===== config.mk =====
export PLATFORM = sky130hd
export DESIGN_NAME = fifo_rd_serializer_flat
export DESIGN_NICKNAME = d
export VERILOG_FILES = /design/src/rtl/fifo_rd_serializer_pkg.sv /design/src/rtl/fifo_rd_serializer_if.sv /design/src/rtl/fifo_rd_serializer.sv /design/src/flat_wrapper.sv
export SDC_FILE = /design/constraint.sdc
export NUM_CORES = 1
export LEC_CHECK = 0
export ABC_AREA = 1
export ABC_CLOCK_PERIOD_IN_PS = 2100
export BUFFER_PORTS_ARGS = -buffer_cell sky130_fd_sc_hd__buf_2
export CAP_MARGIN = 20
export CORE_MARGIN = 2
export CORE_UTILIZATION = 50
export CTS_BUF_LIST = sky130_fd_sc_hd__clkbuf_4 sky130_fd_sc_hd__clkbuf_8
export CTS_CLUSTER_SIZE = 16
export DETAILED_ROUTE_END_ITERATION = 6
export PLACE_DENSITY = 0.83
export REMOVE_ABC_BUFFERS = 1
export SLEW_MARGIN = 20
export SYNTH_ARGS = -nofsm -noshare
export SYNTH_HDL_FRONTEND = slang
export SYNTH_SLANG_ARGS = --single-unit

===== constraint.sdc =====
create_clock -name clk -period 2.1 [get_ports clk]
set_clock_uncertainty 0.2 [all_clocks]
set_input_delay 0.21 -clock clk [delete_from_list [all_inputs] [get_ports clk]]
set_output_delay 0.21 -clock clk [all_outputs]
set_load 0.01 [all_outputs]

===== src/rtl/fifo_rd_serializer_pkg.sv =====
// fifo_pkg: shared FIFO widths and serializer state encoding
package fifo_pkg;
   localparam int DEF_DATA_W = 128;
   localparam int DEF_OUT_W  = 32;
   typedef enum logic {S_IDLE, S_SEND} ser_state_e;
endpackage


===== src/rtl/fifo_rd_serializer_if.sv =====
// fifo_rd_serializer_if: FIFO read port plus narrow valid/ready beat stream
interface fifo_rd_serializer_if
   import fifo_pkg::*;
#(
   parameter int DATA_W = DEF_DATA_W,
   parameter int OUT_W  = DEF_OUT_W
);
   logic              fifo_empty;
   logic [DATA_W-1:0] fifo_rddata;
   logic              fifo_rden;
   logic              en;
   logic              flush;
   logic              valid;
   logic [OUT_W-1:0]  data;
   logic              last;
   logic              ready;
   logic              busy;
   modport master (
      input  fifo_empty, fifo_rddata, en, flush, ready,
      output fifo_rden, valid, data, last, busy
   );
   modport slave (
      output fifo_empty, fifo_rddata, en, flush, ready,
      input  fifo_rden, valid, data, last, busy
   );
endinterface


===== src/rtl/fifo_rd_serializer.sv =====
// fifo_rd_serializer: pops FIFO words and emits them as LSB-first narrow beats with burst last
module fifo_rd_serializer
   import fifo_pkg::*;
#(
   parameter int DATA_W    = DEF_DATA_W,
   parameter int OUT_W     = DEF_OUT_W,
   parameter int BURST_LEN = 4
) (
   input logic                  clk,
   input logic                  rstn,
   fifo_rd_serializer_if.master bus
);
   localparam int RATIO = DATA_W / OUT_W;
   localparam int BW    = $clog2(RATIO);
   localparam int WW    = BURST_LEN > 1 ? $clog2(BURST_LEN) : 1;
   if (DATA_W % OUT_W != 0) begin : g_bad_ratio
      $error("DATA_W must be a multiple of OUT_W");
   end
   if (RATIO < 2) begin : g_bad_min
      $error("DATA_W/OUT_W must be at least 2");
   end
   if (BURST_LEN < 1) begin : g_bad_burst
      $error("BURST_LEN must be at least 1");
   end
   ser_state_e                   state, state_nx;
   logic [RATIO-1:0][OUT_W-1:0]  hold_rg;
   logic [BW-1:0]                beat_rg;
   logic [WW-1:0]                word_rg;
   logic                         last_beat, acc, fin, pop;
   always_comb begin
      last_beat = beat_rg == BW'(RATIO - 1);
      acc       = bus.valid & bus.ready;
      fin       = acc & last_beat;
      pop       = rstn & !bus.flush & bus.en & !bus.fifo_empty & (state == S_IDLE | fin);
      state_nx  = bus.flush ? S_IDLE : pop ? S_SEND : fin ? S_IDLE : state;
   end
   always_ff @(posedge clk) begin
      if (!rstn) begin
         state   <= S_IDLE;
         hold_rg <= '0;
         beat_rg <= '0;
         word_rg <= '0;
      end else if (bus.flush) begin
         state   <= S_IDLE;
         beat_rg <= '0;
         word_rg <= '0;
      end else begin
         state <= state_nx;
         if (pop) begin
            hold_rg <= bus.fifo_rddata;
            beat_rg <= '0;
         end else if (fin) beat_rg <= '0;
         else if (acc) beat_rg <= beat_rg + 1'b1;
         if (fin) word_rg <= word_rg == WW'(BURST_LEN - 1) ? '0 : word_rg + 1'b1;
      end
   end
   assign bus.fifo_rden = pop;
   assign bus.valid     = state == S_SEND;
   assign bus.busy      = state == S_SEND;
   assign bus.data      = bus.valid ? hold_rg[beat_rg] : '0;
   assign bus.last      = bus.valid & last_beat & (word_rg == WW'(BURST_LEN - 1));
endmodule


===== src/flat_wrapper.sv =====
// flat-port wrapper written by rule: the top's interface ports become plain ports
module fifo_rd_serializer_flat import fifo_pkg::*;
#(
   parameter int DATA_W    = DEF_DATA_W,
   parameter int OUT_W     = DEF_OUT_W,
   parameter int BURST_LEN = 4
)
  (clk, rstn, bus_fifo_empty, bus_fifo_rddata, bus_en, bus_flush, bus_ready, bus_fifo_rden, bus_valid, bus_data, bus_last, bus_busy);
  fifo_rd_serializer_if #(.DATA_W(DATA_W), .OUT_W(OUT_W)) bus_i ();
  input logic clk;
  input logic rstn;
  input wire logic [$bits(bus_i.fifo_empty)-1:0] bus_fifo_empty;
  input wire logic [$bits(bus_i.fifo_rddata)-1:0] bus_fifo_rddata;
  input wire logic [$bits(bus_i.en)-1:0] bus_en;
  input wire logic [$bits(bus_i.flush)-1:0] bus_flush;
  input wire logic [$bits(bus_i.ready)-1:0] bus_ready;
  output wire logic [$bits(bus_i.fifo_rden)-1:0] bus_fifo_rden;
  output wire logic [$bits(bus_i.valid)-1:0] bus_valid;
  output wire logic [$bits(bus_i.data)-1:0] bus_data;
  output wire logic [$bits(bus_i.last)-1:0] bus_last;
  output wire logic [$bits(bus_i.busy)-1:0] bus_busy;
  assign bus_i.fifo_empty = bus_fifo_empty;
  assign bus_i.fifo_rddata = bus_fifo_rddata;
  assign bus_i.en = bus_en;
  assign bus_i.flush = bus_flush;
  assign bus_i.ready = bus_ready;
  assign bus_fifo_rden = bus_i.fifo_rden;
  assign bus_valid = bus_i.valid;
  assign bus_data = bus_i.data;
  assign bus_last = bus_i.last;
  assign bus_busy = bus_i.busy;
  fifo_rd_serializer #(.DATA_W(DATA_W), .OUT_W(OUT_W), .BURST_LEN(BURST_LEN)) u_core (.clk(clk), .rstn(rstn), .bus(bus_i));
endmodule

==> out/metrics.yaml <==
cts_tree: "done"
grt_setup_unrepaired: "yes"
drc: 0
std_cell_rows: 42
max-cap-violations: 0
syn_avg_cell_area_um2: 6.14
fillers: 975
status: "complete, but fails checks"
pwr-share-seq_pct: 47.6
viasPerCell: 5.07
core_mm2: 0.0133
place_congestion: 0.834
finalCritPeriodShare_pct: 103
avgRoutedWirePerCell_um: 14.1
num_vias: 7997
track_usage_pct: 30.3
hp-class: "primary input to register"
synthCells: 1114
whs_ns: 0.0753
totalWireLength_mm: 22.3
ant_nets: 0
cts_sinks: 133
grt_max_degree: 98
worstMarginPinSlew_ns: 0.794
arrival_ns: 1.75
grt_overflow: 0
slew_headroom_pct: 47.0
die_h_um: 121
boundaryPins: 170
hpwl_mm: 11.0
startpoint: "u_core.beat_rg[0]$_SDFFE_PP0P_"
clk_path_buf_depth: 2
die_area_mm2: 0.0146
ys_seq_area_share_pct: 38.9
root_buffer: "clkbuf_8"
cts_buffers: 17
ys_warn_count: 0
report.final.setup_viol: 8
synth_area_mm2: 0.00684
hold_viol_final: 0
p_per_area_mw_per_mm2: 564
yosys_register_bits: 133
hp-start: "bus_fifo_empty"
diodes: 0
first_iter_violations: 743
start_util_pct: 51.4
ir_drop_mv: 0.510
p_int_uw: 4210
period_minus_slack_ns: 2.16
dp.cells: 1402
grt_pass1_wl_mm: 35.1
port_buffers: 169
grt_pass1_vias: 7595
reg2reg_from: "u_core.beat_rg[0]$_SDFFE_PP0P_"
layout_setup_ws_ns: -0.0621
power_frac_comb_pct: 14.6
final_cells: 1578
criticalPathCategory: "register to output port"
clkTransAtPathRegs_ns: 0.07
p_sw_share_pct: 24.4
drive_gt1_share_pct: 19.0
fin_nets: 1527
path_max_fanout: 16
cp-start-kind: "register"
p_clk_share_pct: 37.8
area_growth_pct: 44.1
finalMaxSlewViolations: 0
p_leak_uw: 0.00476
drt_pre_antenna_iters: 5
crit_required_ns: 1.69
failed_checks: "negative setup slack"
dieWidth_um: 121
crit_path_end_kind: "output port"
antenna_found_initial: 0
p_sw_uw: 1360
max_freq_ghz: 0.463
ys_types: 21
insertion_delay_ns: 0.43
final_util_pct: 74.1
htree_levels: 4
[through the flow]
step | TNS (ns) | cell area (um2) | setup WS, ns | total power [uW]
after floorplan | -598.84 | 6370 | -4.25 | 3030
after global placement | 0 | 7730 | 0.0535 | 3260
after detailed placement | -0.000908 | 7730 | -0.000908 | 3270
after CTS | -0.161 | 9710 | -0.0354 | 5540
after global routing | -2.41 | 9850 | -0.118 | 5800
final | -0.194 | 9850 | -0.0621 | 5560
[worst max-delay path, stage by stage, from the launching register on]
cell and delay, ns:
dfxtp_4 0.39, buf_12 0.14, buf_16 0.16, nor2_1 0.07
nor2_1 0.09, o21ai_1 0.09, a21oi_1 0.20, buf_2 0.17
[per-layer routing]
| metal | share of wire [%] | wire, um | GRT usage [%] | vias up |
|---|---|---|---|---|
| met3 | 6.9 | 1540 | 7.33 | 73 |
| met4 | 3.0 | 671 | 12.9 | 0 |
| met2 | 51 | 11400 | 54.7 | 342 |
| met5 | 0 | 0 | 0 | - |
| li1 | - | - | - | 3954 |
| met1 | 39 | 8670 | 33.6 | 3628 |
[cell usage in the layout (no fill, tap or decap), types with 2 or more instances in the layout]
master and instances:
buf_4 16, ha_1 2, a21oi_2 2, inv_2 3, nand3_1 129, a21oi_1 33
nor2_4 5, buf_12 11, nor2_2 14, dlygate4sd3_1 131, o21ai_0 13, buf_8 2
clkbuf_4 3, buf_16 4, nand2_1 134, buf_2 167, clkbuf_8 24, nor2_1 374
buf_6 3, clkinv_2 2, dfxtp_4 2, o21ai_1 52, dfxtp_1 131, clkbuf_16 2
inv_1 133
[synth_stat cells]
cell type,count,area (um2)
inv_2,2,7.51
inv_1,134,503
buf_2,20,100
or2_2,1,6.26
a21oi_1,35,175
ha_1,2,25.0
nand3_1,129,646
clkinv_1,1,3.75
dfxtp_1,133,2660
o211ai_1,1,7.51
buf_1,3,11.3
clkbuf_1,30,113
nor2_1,391,1470
buf_4,16,120
nor2_2,1,6.26
o21ai_0,66,330
nand3_2,1,10.0
nand2_1,135,507
and3_1,1,6.26
xor2_1,1,8.76
buf_6,11,124
[power by group through the flow]
stage	Sequential [uW]	Combinational [uW]	Clock, uW
finish	2650	813	2100
global route	2660	898	2240
CTS	2640	770	2120
detailed placement	2700	568	0
global placement	2700	558	0
floorplan	2700	334	0
[layout make-up]
cell class,count,area (um2),share of cell area (%)
Multi-Input combinational cell,765,3300,33.5
Timing Repair Buffer,337,2740,27.8
Sequential cell,133,2670,27.1
Inverter,137,531,5.38
Clock buffer,27,353,3.58
Tap cell,176,220,2.23
Clock inverter,3,40.0,0.406
[sequential cells by signal, summed over array words and instances, names as in the netlist]
| register | flops |
|---|---|
| u_core.beat_rg | 2 |
| u_core.bus.busy | 1 |
| u_core.hold_rg | 128 |
| u_core.word_rg | 2 |
[logic make-up (layout without fill, tap and decap cells)]
group,after synthesis,after routing,share of synthesized area [%]
AND/OR/NAND/NOR,659,660,38.7
buffers and inverters,217,504,14.4
flip-flops,133,133,38.9
AO/OA/AOI/OAI,102,102,7.50
adder cells (fa/ha/maj),2,2,0.366
XOR/XNOR,1,1,0.128
[timing repair]
item / CTS / global route
endpoints found under the setup margin: 49 / 44
pin swaps: 8 / 22
hold buffers: 131 / 0
resized for setup: 29 / 72
hold endpoints to repair: 132 / 0
cloned: 6 / 2
setup buffers: 6 / 1
[path summary, 6_finish.rpt]
| check | end | slack (ns) | cells after the start |
|---|---|---|---|
| setup / recovery | bus_data[8] | -0.06 | 7 |
| hold / removal | u_core.beat_rg[1]$_SDFFE_PP0P_ | 0.08 | 5 |
| setup reg to reg | u_core.hold_rg[88]$_SDFFE_PN0P_ | 0.11 | 8 |
| hold reg to reg | u_core.word_rg[1]$_SDFFE_PP0P_ | 0.28 | 2 |
(Power assumes the default switching activity.)
